### src/rtl/serial_cmd_pkg.sv
// Shared types and field widths for the serial command parser.
package serial_cmd_pkg;
    localparam int CMD_READ_BIT = 7;
    localparam int ADDR_W       = 6;
    localparam int LEN_W        = 8;

    typedef enum logic [2:0] {
        ST_IDLE,
        ST_GETLEN,
        ST_WRDATA,
        ST_RDFETCH,
        ST_RDCAPT,
        ST_RDSEND,
        ST_RDGAP
    } state_t;
endpackage

### src/rtl/serial_cmd_parser_if.sv
// Byte FIFO handshake plus register-bus signals between parser and its environment.
interface serial_cmd_parser_if;
    import serial_cmd_pkg::*;

    logic              cmdfifo_rxf;
    logic [7:0]        cmdfifo_din;
    logic              cmdfifo_rd;
    logic              cmdfifo_txe;
    logic              cmdfifo_wr;
    logic [7:0]        cmdfifo_dout;
    logic [ADDR_W-1:0] reg_addr;
    logic [LEN_W-1:0]  reg_bytecnt;
    logic [7:0]        reg_datao;
    logic              reg_write;
    logic              reg_read;
    logic [7:0]        reg_datai;

    modport master (
        input  cmdfifo_rxf, cmdfifo_din, cmdfifo_txe, reg_datai,
        output cmdfifo_rd, cmdfifo_wr, cmdfifo_dout,
               reg_addr, reg_bytecnt, reg_datao, reg_write, reg_read
    );

    modport slave (
        output cmdfifo_rxf, cmdfifo_din, cmdfifo_txe, reg_datai,
        input  cmdfifo_rd, cmdfifo_wr, cmdfifo_dout,
               reg_addr, reg_bytecnt, reg_datao, reg_write, reg_read
    );
endinterface

### src/rtl/serial_cmd_timeout.sv
// Inter-byte idle counter: clear has priority, terminal count pulses on the last allowed cycle.
module serial_cmd_timeout #(
    parameter int TIMEOUT_CYCLES = 1000000
) (
    input  logic clk_i,
    input  logic reset_i,
    input  logic i_clr,
    input  logic i_en,
    output logic o_tc
);
    localparam int CW = $clog2(TIMEOUT_CYCLES + 1);

    logic [CW-1:0] r_cnt;

    always_ff @(posedge clk_i or negedge reset_i) begin
        if (!reset_i) begin
            r_cnt <= '0;
        end else if (i_clr) begin
            r_cnt <= '0;
        end else if (i_en) begin
            r_cnt <= r_cnt + CW'(1);
        end
    end

    // A byte arriving in the terminal cycle clears the count, so it suppresses the abort.
    assign o_tc = i_en && !i_clr && (r_cnt == CW'(TIMEOUT_CYCLES - 1));
endmodule

### src/rtl/serial_cmd_parser.sv
// Parses command/length/data packets from a byte FIFO into register writes, or
// streams register reads back out through the transmit FIFO.
module serial_cmd_parser
    import serial_cmd_pkg::*;
#(
    parameter int TIMEOUT_CYCLES = 1000000
) (
    input  logic                clk_i,
    input  logic                reset_i,
    serial_cmd_parser_if.master bus,
    output logic                busy_o,
    output logic                overrun_o,
    output logic                timeout_o
);
    state_t            r_state, w_next;
    logic [ADDR_W-1:0] r_addr;
    logic              r_rd_flag;
    logic [LEN_W-1:0]  r_len, r_bytecnt, w_wr_idx;
    logic [7:0]        r_datao, r_dout;
    logic              r_write, r_overrun;
    logic              w_accept, w_rd_state, w_tc, w_wr_last, w_rd_last;

    assign w_accept   = bus.cmdfifo_rxf && reset_i &&
                        (r_state inside {ST_IDLE, ST_GETLEN, ST_WRDATA});
    assign w_rd_state = r_state inside {ST_RDFETCH, ST_RDCAPT, ST_RDSEND, ST_RDGAP};
    // A write still in flight has not bumped bytecnt yet; count it so back-to-back bytes end on time.
    assign w_wr_idx   = r_bytecnt + LEN_W'(r_write);
    assign w_wr_last  = (w_wr_idx == r_len - LEN_W'(1));
    assign w_rd_last  = (r_bytecnt == r_len - LEN_W'(1));

    serial_cmd_timeout #(.TIMEOUT_CYCLES(TIMEOUT_CYCLES)) u_timeout (
        .clk_i   (clk_i),
        .reset_i (reset_i),
        .i_clr   (w_accept || (r_state == ST_IDLE)),
        .i_en    (r_state inside {ST_GETLEN, ST_WRDATA}),
        .o_tc    (w_tc)
    );

    always_ff @(posedge clk_i or negedge reset_i) begin
        if (!reset_i) begin
            r_state <= ST_IDLE;
        end else begin
            r_state <= w_next;
        end
    end

    always_comb begin
        w_next = r_state;
        case (r_state)
            ST_IDLE:    if (w_accept) w_next = ST_GETLEN;
            ST_GETLEN: begin
                if (w_accept) begin
                    if (bus.cmdfifo_din == 8'd0) w_next = ST_IDLE;
                    else if (r_rd_flag)          w_next = ST_RDFETCH;
                    else                         w_next = ST_WRDATA;
                end else if (w_tc) begin
                    w_next = ST_IDLE;
                end
            end
            ST_WRDATA: begin
                if (w_accept) begin
                    if (w_wr_last) w_next = ST_IDLE;
                end else if (w_tc) begin
                    w_next = ST_IDLE;
                end
            end
            ST_RDFETCH: w_next = ST_RDCAPT;
            ST_RDCAPT:  w_next = ST_RDSEND;
            ST_RDSEND:  if (bus.cmdfifo_txe) w_next = ST_RDGAP;
            ST_RDGAP:   w_next = w_rd_last ? ST_IDLE : ST_RDFETCH;
            default:    w_next = ST_IDLE;
        endcase
    end

    always_comb begin
        bus.cmdfifo_rd = w_accept;
        bus.reg_read   = (r_state == ST_RDFETCH);
        bus.cmdfifo_wr = (r_state == ST_RDSEND) && bus.cmdfifo_txe;
        timeout_o      = w_tc;
        busy_o         = (r_state != ST_IDLE);
    end

    always_ff @(posedge clk_i or negedge reset_i) begin
        if (!reset_i) begin
            r_addr    <= '0;
            r_rd_flag <= 1'b0;
            r_len     <= '0;
            r_bytecnt <= '0;
            r_datao   <= '0;
            r_write   <= 1'b0;
            r_dout    <= '0;
            r_overrun <= 1'b0;
        end else begin
            r_write <= 1'b0;
            if (r_write) r_bytecnt <= r_bytecnt + LEN_W'(1);
            if (bus.cmdfifo_rxf && w_rd_state) r_overrun <= 1'b1;
            case (r_state)
                ST_IDLE: if (w_accept) begin
                    r_addr    <= bus.cmdfifo_din[ADDR_W-1:0];
                    r_rd_flag <= bus.cmdfifo_din[CMD_READ_BIT];
                end
                ST_GETLEN: if (w_accept) begin
                    r_len     <= bus.cmdfifo_din;
                    r_bytecnt <= '0;
                end
                ST_WRDATA: if (w_accept) begin
                    r_datao <= bus.cmdfifo_din;
                    r_write <= 1'b1;
                end
                ST_RDCAPT: r_dout <= bus.reg_datai;
                ST_RDGAP:  if (!w_rd_last) r_bytecnt <= r_bytecnt + LEN_W'(1);
                default: ;
            endcase
        end
    end

    assign bus.reg_addr     = r_addr;
    assign bus.reg_bytecnt  = r_bytecnt;
    assign bus.reg_datao    = r_datao;
    assign bus.reg_write    = r_write;
    assign bus.cmdfifo_dout = r_dout;
    assign overrun_o        = r_overrun;
endmodule

### src/flat_wrapper.sv
// flat-port wrapper written by rule: the top's interface ports become plain ports
module serial_cmd_parser_flat import serial_cmd_pkg::*;
#(
    parameter int TIMEOUT_CYCLES = 1000000
)
  (clk_i, reset_i, busy_o, overrun_o, timeout_o, bus_cmdfifo_rxf, bus_cmdfifo_din, bus_cmdfifo_txe, bus_reg_datai, bus_cmdfifo_rd, bus_cmdfifo_wr, bus_cmdfifo_dout, bus_reg_addr, bus_reg_bytecnt, bus_reg_datao, bus_reg_write, bus_reg_read);
  serial_cmd_parser_if bus_i ();
  input  logic clk_i;
  input  logic reset_i;
  output logic busy_o;
  output logic overrun_o;
  output logic timeout_o;
  input wire logic [$bits(bus_i.cmdfifo_rxf)-1:0] bus_cmdfifo_rxf;
  input wire logic [$bits(bus_i.cmdfifo_din)-1:0] bus_cmdfifo_din;
  input wire logic [$bits(bus_i.cmdfifo_txe)-1:0] bus_cmdfifo_txe;
  input wire logic [$bits(bus_i.reg_datai)-1:0] bus_reg_datai;
  output wire logic [$bits(bus_i.cmdfifo_rd)-1:0] bus_cmdfifo_rd;
  output wire logic [$bits(bus_i.cmdfifo_wr)-1:0] bus_cmdfifo_wr;
  output wire logic [$bits(bus_i.cmdfifo_dout)-1:0] bus_cmdfifo_dout;
  output wire logic [$bits(bus_i.reg_addr)-1:0] bus_reg_addr;
  output wire logic [$bits(bus_i.reg_bytecnt)-1:0] bus_reg_bytecnt;
  output wire logic [$bits(bus_i.reg_datao)-1:0] bus_reg_datao;
  output wire logic [$bits(bus_i.reg_write)-1:0] bus_reg_write;
  output wire logic [$bits(bus_i.reg_read)-1:0] bus_reg_read;
  assign bus_i.cmdfifo_rxf = bus_cmdfifo_rxf;
  assign bus_i.cmdfifo_din = bus_cmdfifo_din;
  assign bus_i.cmdfifo_txe = bus_cmdfifo_txe;
  assign bus_i.reg_datai = bus_reg_datai;
  assign bus_cmdfifo_rd = bus_i.cmdfifo_rd;
  assign bus_cmdfifo_wr = bus_i.cmdfifo_wr;
  assign bus_cmdfifo_dout = bus_i.cmdfifo_dout;
  assign bus_reg_addr = bus_i.reg_addr;
  assign bus_reg_bytecnt = bus_i.reg_bytecnt;
  assign bus_reg_datao = bus_i.reg_datao;
  assign bus_reg_write = bus_i.reg_write;
  assign bus_reg_read = bus_i.reg_read;
  serial_cmd_parser #(.TIMEOUT_CYCLES(TIMEOUT_CYCLES)) u_core (.clk_i(clk_i), .reset_i(reset_i), .bus(bus_i), .busy_o(busy_o), .overrun_o(overrun_o), .timeout_o(timeout_o));
endmodule
### config.mk
export PLATFORM = sky130hd
export DESIGN_NAME = serial_cmd_parser_flat
export DESIGN_NICKNAME = d
export VERILOG_FILES = /design/src/rtl/serial_cmd_pkg.sv /design/src/rtl/serial_cmd_parser_if.sv /design/src/rtl/serial_cmd_timeout.sv /design/src/rtl/serial_cmd_parser.sv /design/src/flat_wrapper.sv
export SDC_FILE = /design/constraint.sdc
export NUM_CORES = 1
export LEC_CHECK = 0
export ABC_AREA = 0
export BUFFER_PORTS_ARGS = -buffer_cell sky130_fd_sc_hd__buf_2
export CORE_MARGIN = 2
export CORE_UTILIZATION = 40
export DETAILED_ROUTE_END_ITERATION = 16
export PLACE_DENSITY_LB_ADDON = 0.08
export SETUP_SLACK_MARGIN = 0.4
export SLEW_MARGIN = 30
export SYNTH_ARGS = -nofsm -noshare
export SYNTH_HDL_FRONTEND = slang
export SYNTH_SLANG_ARGS = --single-unit
export TNS_END_PERCENT = 5
### constraint.sdc
create_clock -name clk_i -period 2.4 [get_ports clk_i]
set_input_delay 0.48 -clock clk_i [delete_from_list [all_inputs] [get_ports clk_i]]
set_output_delay 0.48 -clock clk_i [all_outputs]
set_load 0.05 [all_outputs]
==> results of run 1 <==
power by group through the flow:
stage | Sequential (mW) | Combinational, mW | Clock (mW)
final | 1.85 | 3.36 | 1.14
after global placement | 1.85 | 3.25 | 0
after detailed placement | 1.86 | 3.25 | 0
after CTS | 1.85 | 3.33 | 1.18
after global routing | 1.92 | 3.61 | 1.22
after floorplan | 2.63 | 1.70 | 0
registers in the layout, summed over array words and instances, names as in the netlist:
| signal | cells |
|---|---|
| u_core.u_timeout.r_cnt | 20 |
| u_core.r_rd_flag | 1 |
| u_core.bus.reg_datao | 8 |
| u_core.bus.reg_write | 1 |
| u_core.r_len | 8 |
| u_core.bus.reg_bytecnt | 8 |
| u_core.overrun_o | 1 |
| u_core.bus.cmdfifo_dout | 8 |
| u_core.bus.reg_addr | 6 |
| u_core.r_state | 3 |
critical path, stage by stage, from the launching register on:
cell and delay (ns):
dfrtp_2 0.44, or4_4 0.59, nor2_4 0.10, o32ai_2 0.09, o211ai_2 0.25, a21oi_2 0.11
o211a_1 0.23, or3_1 0.36
cell type report:
type | instances | area share (%)
well taps | 108 | 3.07
repair buffers | 83 | 11.1
multi-input cells | 271 | 43.2
flip-flops and latches | 64 | 36.5
clock buffers | 9 | 2.81
clock inverters | 7 | 2.73
inverters | 7 | 0.597
synthesized netlist by cell type, types with 2 or more instances:
library cell and instances:
inv_1 7, nor3_1 10, nand2_1 46, nand3_1 17, nor4b_1 2, a21o_1 3
xnor2_1 24, dfrtp_1 64, nor4_1 5, a21oi_1 10, ha_1 5, and3_1 5
o21ai_0 11, clkbuf_1 6, nor2b_1 3, buf_2 2, xor2_1 15, nand4_1 4
nor2_1 34, nand2b_1 8, a221o_1 2, or3_1 9, a31oi_1 3, o21ai_1 5
mux2_2 24
worst min-delay path by stage:
stage | start | to | slack [ns] | cells past startpoint
2_1_floorplan | reset_i | u_core.bus.cmdfifo_dout[0] | 0.18 | 0
3_3_place_gp | u_core.bus.cmdfifo_dout[7] | u_core.bus.cmdfifo_dout[7] | 0.48 | 1
3_5_place_dp | u_core.overrun_o | u_core.overrun_o | 0.48 | 1
4_1_cts | reset_i | u_core.bus.reg_datao[6] | 0.19 | 2
5_1_grt | reset_i | u_core.bus.reg_datao[6] | 0.22 | 2
6_report | reset_i | u_core.bus.reg_datao[6] | 0.20 | 2
layout by cell type, fill, tap and decap left out, drive strengths merged, types with 4 or more instances in the layout:
cell,netlist,layout
ha,5,5
nor2,34,34
mux2,24,24
inv,7,7
or3,9,9
nand4,4,4
xnor2,24,24
dfrtp,64,64
nor4,7,7
clkbuf,7,9
nor3,11,11
o21ai,16,16
and3,5,5
nand3,17,17
buf,5,83
nand2b,8,8
xor2,15,15
a21oi,11,11
nand2,46,46
repair_timing:
action,CTS,global route
pin swaps,5,8
setup buffers,6,3
endpoints found under the setup margin,20,28
resized for setup,9,6
hold endpoints to repair,0,0
cell families after synthesis:
family          synth area share (%)
xor+xnor                        9.76
buf+inv                         2.72
simple gates                    23.1
compound gates                  9.12
mux                             7.73
flops                           45.8
fa+ha+maj                       1.79
per-layer routing:
layer	vias up	routed length (um)	global-route usage, %
li1	1395	-	-
met1	1366	4000	26.7
met2	53	3750	27.1
met3	10	342	4.17
met4	0	107	5.13
met5	-	0	0
==> impl_metrics.json, run 1 <==
{
  "root_buffer": "clkbuf_8",
  "fillers": 836,
  "port_buffers": 56,
  "coreArea_sq_um": 8590,
  "synth_area_sq_um": 3500,
  "r2r_setup_slack_ns": 0.12,
  "maxCapViolations": 0,
  "clock_path_buffers": 2,
  "ir_drop_mv": 0.691,
  "pre_cts_ws_ns": 0.103,
  "die_y_um": 97.5,
  "grt_remaining_overflow": 0,
  "combPwrFrac_pct": 53.0,
  "period_share_pct": 95.2,
  "timing.rr.start": "u_core.r_len[0]",
  "clock-sinks": 64,
  "grt_max_degree": 38,
  "p_sw_share_pct": 46.7,
  "utilization_pct": 51.3,
  "design_area_sq_um": 4400,
  "fin_skew_ns": 0.00782,
  "whs_ns": 0.199,
  "worstReg2RegEnd": "u_core.bus.reg_bytecnt[4]",
  "seq_area_sq_um": 1610,
  "pin_count": 57,
  "critical_path_required_ns": 2.62,
  "timing.final.max_slew_violations": 0,
  "p_int_mw": 3.38,
  "hpwl_mm": 5.82,
  "clk_latency_ns": 0.34,
  "path_clk_slew_ns": 0.08,
  "nets": 461,
  "max_freq_mhz": 438,
  "setup_viol": 0,
  "critical_path.endpoint": "u_core.bus.reg_bytecnt[4]",
  "synth-edff-count": 0,
  "outcome": "finished clean",
  "antenna_cells": 0,
  "synth_seq_cells": 64,
  "power.density_nw_per_um2": 1440,
  "vias": 2824,
  "grt_pass1_vias": 2754,
  "timing.critical_path.from": "u_core.r_len[0]",
  "slew_headroom_pct": 67.4,
  "synthToLayoutAreaGrowth_pct": 25.9,
  "place.gp.congestion": 0.838,
  "synth_cell_types": 55,
  "ant_nets": 0,
  "p_sw_mw": 2.97,
  "cts_tree": "done",
  "yosys-top-cells-area": "dfrtp_1, mux2_2, xnor2_1",
  "hold_path_class": "input port to async pin",
  "drt-vias-per-instance": 5.14,
  "rr_worst_depth": 7,
  "dieArea_sq_um": 9510,
  "antenna_found_initial": 0,
  "dieWidth_um": 97.5,
  "cts_buffers": 9,
  "fin_crit_ns": 2.28,
  "syn_inst": 354,
  "cts.hold.buffers_added": 0,
  "postPlaceCellArea_sq_um": 4040,
  "initialDrtViolationCount": 79,
  "finalHoldViolCount": 0,
  "rows": 34,
  "routed_wirelength_mm": 8.20,
  "avgRoutedWirePerCell_um": 14.9,
  "multi_input_area_sq_um": 1900,
  "remaining_drc_errors": 0,
  "worst_slew_pin_slew_ns": 0.489,
  "fin_total_pwr_mw": 6.35,
  "cp.arrival_ns": 2.51,
  "cp-end-kind": "register",
  "synth_flop_cell": "dfrtp_1",
  "syn_avg_cell_area_sq_um": 9.88,
  "synth_top_area_share_pct": 45.8,
  "grt_first_pass_wirelength_mm": 14.0,
  "htree_levels": 3,
  "power_frac_seq_pct": 29.1,
  "rsz0062_at_grt": "true",
  "startpoint_type": "register",
  "worstSetupPathType": "register to register",
  "firstDrtPassIters": 4,
  "final_cells": 549,
  "synth_warnings": 0,
  "synth_fp_nets": 379,
  "initial_utilization_pct": 40.7,
  "grt_usage_pct": 18.2,
  "synth.yosys.seq_area_share_pct": 45.8,
  "async_reset_ff_share_pct": 100,
  "synth_area_leader_cell": "dfrtp_1",
  "fin_setup_tns_ns": 0,
  "p_leak_nw": 1.96,
  "drive_above_1_share_pct": 36.3,
  "setup_slack_ns": 0.115,
  "cp_max_fo": 5,
  "clkPwrFrac_pct": 17.9,
  "place_inst": 524
}
(Power assumes the default switching activity.)
==> inputs of run 2 (changes only) <==
Settings changed: REMOVE_ABC_BUFFERS set to 1.
==> run 2 against run 1 <==
Against the previous run:
- clock skew up 0.0027 ns
- via count about the same
- clock power is essentially flat
- register-to-register slack got worse by 0.04 ns
- critical endpoint unchanged
- largest cell class unchanged
- highest routed layer unchanged
==> impl_metrics.json, run 2 (synthesis results as in run 1) <==
{
  "outcome": "finished clean",
  "vias": 2825,
  "initial_utilization_pct": 40.7,
  "firstDrtPassIters": 4,
  "avgRoutedWirePerCell_um": 14.9,
  "root_buffer": "clkbuf_8",
  "cts_buffers": 9,
  "grt_first_pass_wirelength_mm": 14.1,
  "cp.arrival_ns": 2.54,
  "startpoint_type": "register",
  "maxCapViolations": 0,
  "drt-vias-per-instance": 5.16,
  "setup_viol": 0,
  "pin_count": 57,
  "fin_crit_ns": 2.32,
  "remaining_drc_errors": 0,
  "p_int_mw": 3.36,
  "cts_tree": "done",
  "p_sw_share_pct": 47.0,
  "final_cells": 548,
  "clock_path_buffers": 2,
  "rsz0062_at_grt": "true",
  "utilization_pct": 50.7,
  "place_inst": 527,
  "crit_slowest_cell": "or4_4",
  "dieWidth_um": 97.5,
  "antenna_found_initial": 0,
  "drive_above_1_share_pct": 33.6,
  "fin_setup_tns_ns": 0,
  "ir_drop_mv": 0.759,
  "clk_latency_ns": 0.34,
  "setup_slack_ns": 0.0778,
  "path_buf_inv": 0,
  "p_leak_nw": 1.96,
  "max_freq_mhz": 431,
  "slew_headroom_pct": 69.8,
  "combPwrFrac_pct": 53.1,
  "finalHoldViolCount": 0,
  "grt_max_degree": 36,
  "whs_ns": 0.221,
  "worstSetupPathType": "register to register",
  "top_register": "u_core.u_timeout.r_cnt",
  "routed_wirelength_mm": 8.14,
  "clkPwrFrac_pct": 18.5,
  "largest_register_ffs": 20,
  "final_common_cell": "dfrtp_1",
  "rows": 34,
  "cpLargestDelayFamily": "simple AND/OR/NAND/NOR gates",
  "pre_cts_ws_ns": 0.0726,
  "power_frac_seq_pct": 28.3,
  "period_share_pct": 96.8,
  "path_clk_slew_ns": 0.08,
  "hpwl_mm": 5.86,
  "die_y_um": 97.5,
  "grt_remaining_overflow": 0,
  "cp_max_fo": 4,
  "fin_skew_ns": 0.0105,
  "clock-sinks": 64,
  "place.gp.congestion": 0.847,
  "ant_nets": 0,
  "crit_chain": "or4_4 > nor2_2 > o32ai_2 > o211ai_2 > a21oi_2 > o211a_1 > or3_1",
  "grt_usage_pct": 18.2,
  "slowest_delay_ns": 0.59,
  "dieArea_sq_um": 9510,
  "cp-end-kind": "register",
  "grt_pass1_vias": 2900,
  "timing.final.max_slew_violations": 0,
  "hold_path_class": "input port to async pin",
  "layout_common_cells": "dfrtp_1, buf_2, nand2_1",
  "htree_levels": 3,
  "worst_slew_pin_slew_ns": 0.454,
  "port_buffers": 56,
  "coreArea_sq_um": 8590,
  "antenna_cells": 0,
  "r2r_setup_slack_ns": 0.08,
  "synthToLayoutAreaGrowth_pct": 24.6,
  "nets": 460,
  "critical_path_required_ns": 2.62,
  "initialDrtViolationCount": 46,
  "p_sw_mw": 2.97,
  "power.density_nw_per_um2": 1450
}
run 2: changes by cell type in the layout (fill, tap and decap cells not counted), sizes merged:
| cell | delta |
|---|---|
| buf | -1 |
| clkinv | -2 |
| clkinvlp | -1 |
| inv | +3 |
run 2: metal layers:
metal,up-vias,part of all wire [%],GRT usage [%]
met5,-,0,0
met4,0,1.4,6.20
met3,10,3.4,3.45
met2,53,49,29.6
met1,1360,46,24.3
li1,1402,-,-
run 2: final timing paths:
path	cells past startpoint	end	from
worst min-delay path	2	u_core.u_timeout.r_cnt[16]	reset_i
worst max-delay path	7	u_core.bus.reg_bytecnt[4]	u_core.r_len[1]
worst min register to register	1	u_core.overrun_o	u_core.overrun_o
min in group clk_i	2	u_core.bus.cmdfifo_dout[3]	bus_reg_datai[3]
worst max register to register	7	u_core.bus.reg_bytecnt[4]	u_core.r_len[1]
max in group asynchronous	3	u_core.r_len[0]	reset_i
run 2: power by group through the flow:
stage | Sequential, mW | Clock [mW] | Combinational, mW
finish | 1.79 | 1.17 | 3.36
global route | 1.85 | 1.24 | 3.63
CTS | 1.79 | 1.21 | 3.32
detailed placement | 1.82 | 0 | 3.23
global placement | 1.81 | 0 | 3.22
floorplan | 2.71 | 0 | 1.45
run 2: worst register-to-register path: stages, from the launching register on:
cell,delay (ns)
dfrtp_1,0.42
or4_4,0.59
nor2_2,0.15
o32ai_2,0.12
o211ai_2,0.23
a21oi_2,0.11
o211a_1,0.22
or3_1,0.37
run 2: timing repair:
action | 4_1_cts | 5_1_grt
gates resized for setup | 7 | 8
hold buffers | 0 | 0
pin swaps | 2 | 1
buffers inserted | 5 | 0
setup endpoints to repair | 19 | 20
run 2: area by class of cell:
class / count / area (sq um)
clock inverter: 7 / 125
timing repair buffer: 82 / 482
fill: 803 / 4230
tap: 108 / 135
inverter: 7 / 26.3
sequential: 64 / 1600
clock buffer: 9 / 124
multi-input combinational: 271 / 1860
run 2: per-stage QoR:
stage                     cell area [sq um]  power (mW)
after CTS                              4320        6.32
after detailed placement               4010        5.05
after floorplan                        3430        4.17
after global routing                   4360        6.73
final                                  4360        6.33
after global placement                 4010        5.03
==> inputs of run 3 (changes only) <==
--- a/constraint.sdc
+++ b/constraint.sdc
@@ -3,2 +3,2 @@
 set_output_delay 0.48 -clock clk_i [all_outputs]
-set_load 0.05 [all_outputs]
+set_load 0.02 [all_outputs]
==> run 3 against run 2 <==
Against the previous run:
- flip-flop and latch count unchanged
- combinational power down 21%
- total power down 16%
- wire length down 1.3%
- maximum frequency up 2.8%
- non-clock buffer count down 2
- largest power group unchanged
- sequential power about the same
- register-to-register slack better by 0.06 ns
- utilization down 1.2 points
- global-route usage up 0.084 points
- worst setup slack better by 0.063 ns
==> impl_metrics.json, run 3 (synthesis results as in run 1) <==
{
  "avgRoutedWirePerCell_um": 14.7,
  "layout_common_cells": "dfrtp_1, buf_2, nand2_1",
  "dieArea_sq_um": 9510,
  "timing.final.max_slew_violations": 0,
  "worst_slew_pin_slew_ns": 0.425,
  "cp_max_fo": 4,
  "grt_max_degree": 67,
  "fillers": 846,
  "combPwrFrac_pct": 50.2,
  "p_int_mw": 3.02,
  "initial_utilization_pct": 40.7,
  "cp.arrival_ns": 2.48,
  "grt_remaining_overflow": 0,
  "final_common_cell": "dfrtp_1",
  "ir_drop_mv": 0.656,
  "cpLargestDelayFamily": "simple AND/OR/NAND/NOR gates",
  "coreArea_sq_um": 8590,
  "path_clk_slew_ns": 0.08,
  "startpoint_type": "register",
  "p_sw_share_pct": 43.2,
  "fin_setup_tns_ns": 0,
  "cp-end-kind": "register",
  "pin_count": 57,
  "finalHoldViolCount": 0,
  "port_buffers": 56,
  "dieWidth_um": 97.5,
  "routed_wirelength_mm": 8.04,
  "grt_first_pass_wirelength_mm": 14.0,
  "setup_viol": 0,
  "clk_latency_ns": 0.34,
  "fin_skew_ns": 0.0106,
  "nets": 458,
  "pre_cts_ws_ns": 0.0772,
  "slew_headroom_pct": 71.4,
  "grt_pass1_vias": 2851,
  "power_frac_seq_pct": 34.2,
  "p_sw_mw": 2.29,
  "maxCapViolations": 0,
  "grt_usage_pct": 18.2,
  "fin_total_pwr_mw": 5.31,
  "max_freq_mhz": 443,
  "top_register": "u_core.u_timeout.r_cnt",
  "cts_tree": "done",
  "hpwl_mm": 5.64,
  "vias": 2826,
  "slowest_delay_ns": 0.58,
  "cts.hold.buffers_added": 0,
  "initialDrtViolationCount": 140,
  "crit_chain": "or4_4 > nor2_1 > o32ai_1 > o211ai_2 > a21oi_2 > o211a_1 > or3_1",
  "drive_above_1_share_pct": 32.4,
  "cts_buffers": 9,
  "antenna_found_initial": 0,
  "outcome": "finished clean",
  "critical_path_required_ns": 2.62,
  "rows": 34,
  "firstDrtPassIters": 4,
  "period_share_pct": 94.1,
  "place.gp.congestion": 0.856,
  "largest_register_ffs": 20,
  "remaining_drc_errors": 0,
  "clkPwrFrac_pct": 15.7,
  "clock_path_buffers": 2,
  "root_buffer": "clkbuf_8",
  "die_y_um": 97.5,
  "clock-sinks": 64,
  "drt-vias-per-instance": 5.18,
  "worstSetupPathType": "register to register",
  "p_leak_nw": 1.91,
  "fin_crit_ns": 2.26,
  "antenna_cells": 0,
  "synthToLayoutAreaGrowth_pct": 21.6,
  "power.density_nw_per_um2": 1250,
  "rsz0062_at_grt": "true",
  "setup_slack_ns": 0.141,
  "crit_slowest_cell": "or4_4",
  "hold_path_class": "input port to async pin",
  "htree_levels": 3,
  "path_buf_inv": 0,
  "ant_nets": 0
}
[run 3: cell types whose count changed in the layout (fill, tap and decap cells not counted), sizes merged]
cell / previous run / this run
clkinvlp: 0 / 2
bufinv: 3 / 0
clkinv: 1 / 4
buf: 82 / 80
inv: 10 / 8
[run 3: final cells by class]
cell class              count  area [sq um]  area share (%)
flip-flops and latches     64          1600            37.7
inverters                   7          26.3           0.617
multi-input cells         271          1850            43.4
clock buffers               9           124            2.91
clock inverters             7          47.5            1.12
well taps                 108           135            3.18
repair buffers             80           473            11.1
[run 3: worst paths after layout]
path,startpoint,slack (ns),endpoint,cells after the start
hold reg to reg,u_core.overrun_o,0.46,u_core.overrun_o,1
min in group clk_i,bus_reg_datai[3],0.37,u_core.bus.cmdfifo_dout[3],2
setup / recovery,u_core.r_len[1],0.14,u_core.bus.reg_bytecnt[4],7
max in group asynchronous,reset_i,1.88,u_core.bus.reg_write,2
hold / removal,reset_i,0.21,u_core.bus.reg_datao[3],2
setup reg to reg,u_core.r_len[1],0.14,u_core.bus.reg_bytecnt[4],7
[run 3: stage by stage]
stage	area, sq um	hold WS, ns	util, %	cells
2_1_floorplan	3430	0.184	-	342
3_3_place_gp	3990	0.439	46.4	523
3_5_place_dp	3990	0.447	46.4	523
4_1_cts	4230	0.223	49.2	545
5_1_grt	4260	0.229	49.5	546
6_report	4260	0.213	49.5	546
[run 3: timing repair]
action | in CTS | in global routing
setup endpoints to repair | 19 | 22
buffers inserted | 6 | 1
gates resized for setup | 5 | 4
pin swaps | 3 | 3
cloned | 0 | 0
[run 3: power groups by stage]
stage | combinational [mW] | sequential, mW | clock, mW
after floorplan | 1.40 | 2.14 | 0
after global placement | 2.53 | 1.84 | 0
after detailed placement | 2.53 | 1.84 | 0
after CTS | 2.65 | 1.82 | 0.864
after global routing | 2.92 | 1.88 | 0.913
final | 2.66 | 1.81 | 0.831
[run 3: routing by layer]
layer / up-vias / GRT usage (%) / wire, um
met5: - / 0 / 0
met4: 0 / 4.49 / 78
met3: 8 / 4.89 / 257
met2: 46 / 29.9 / 3880
met1: 1368 / 24.2 / 3820
li1: 1404 / - / -
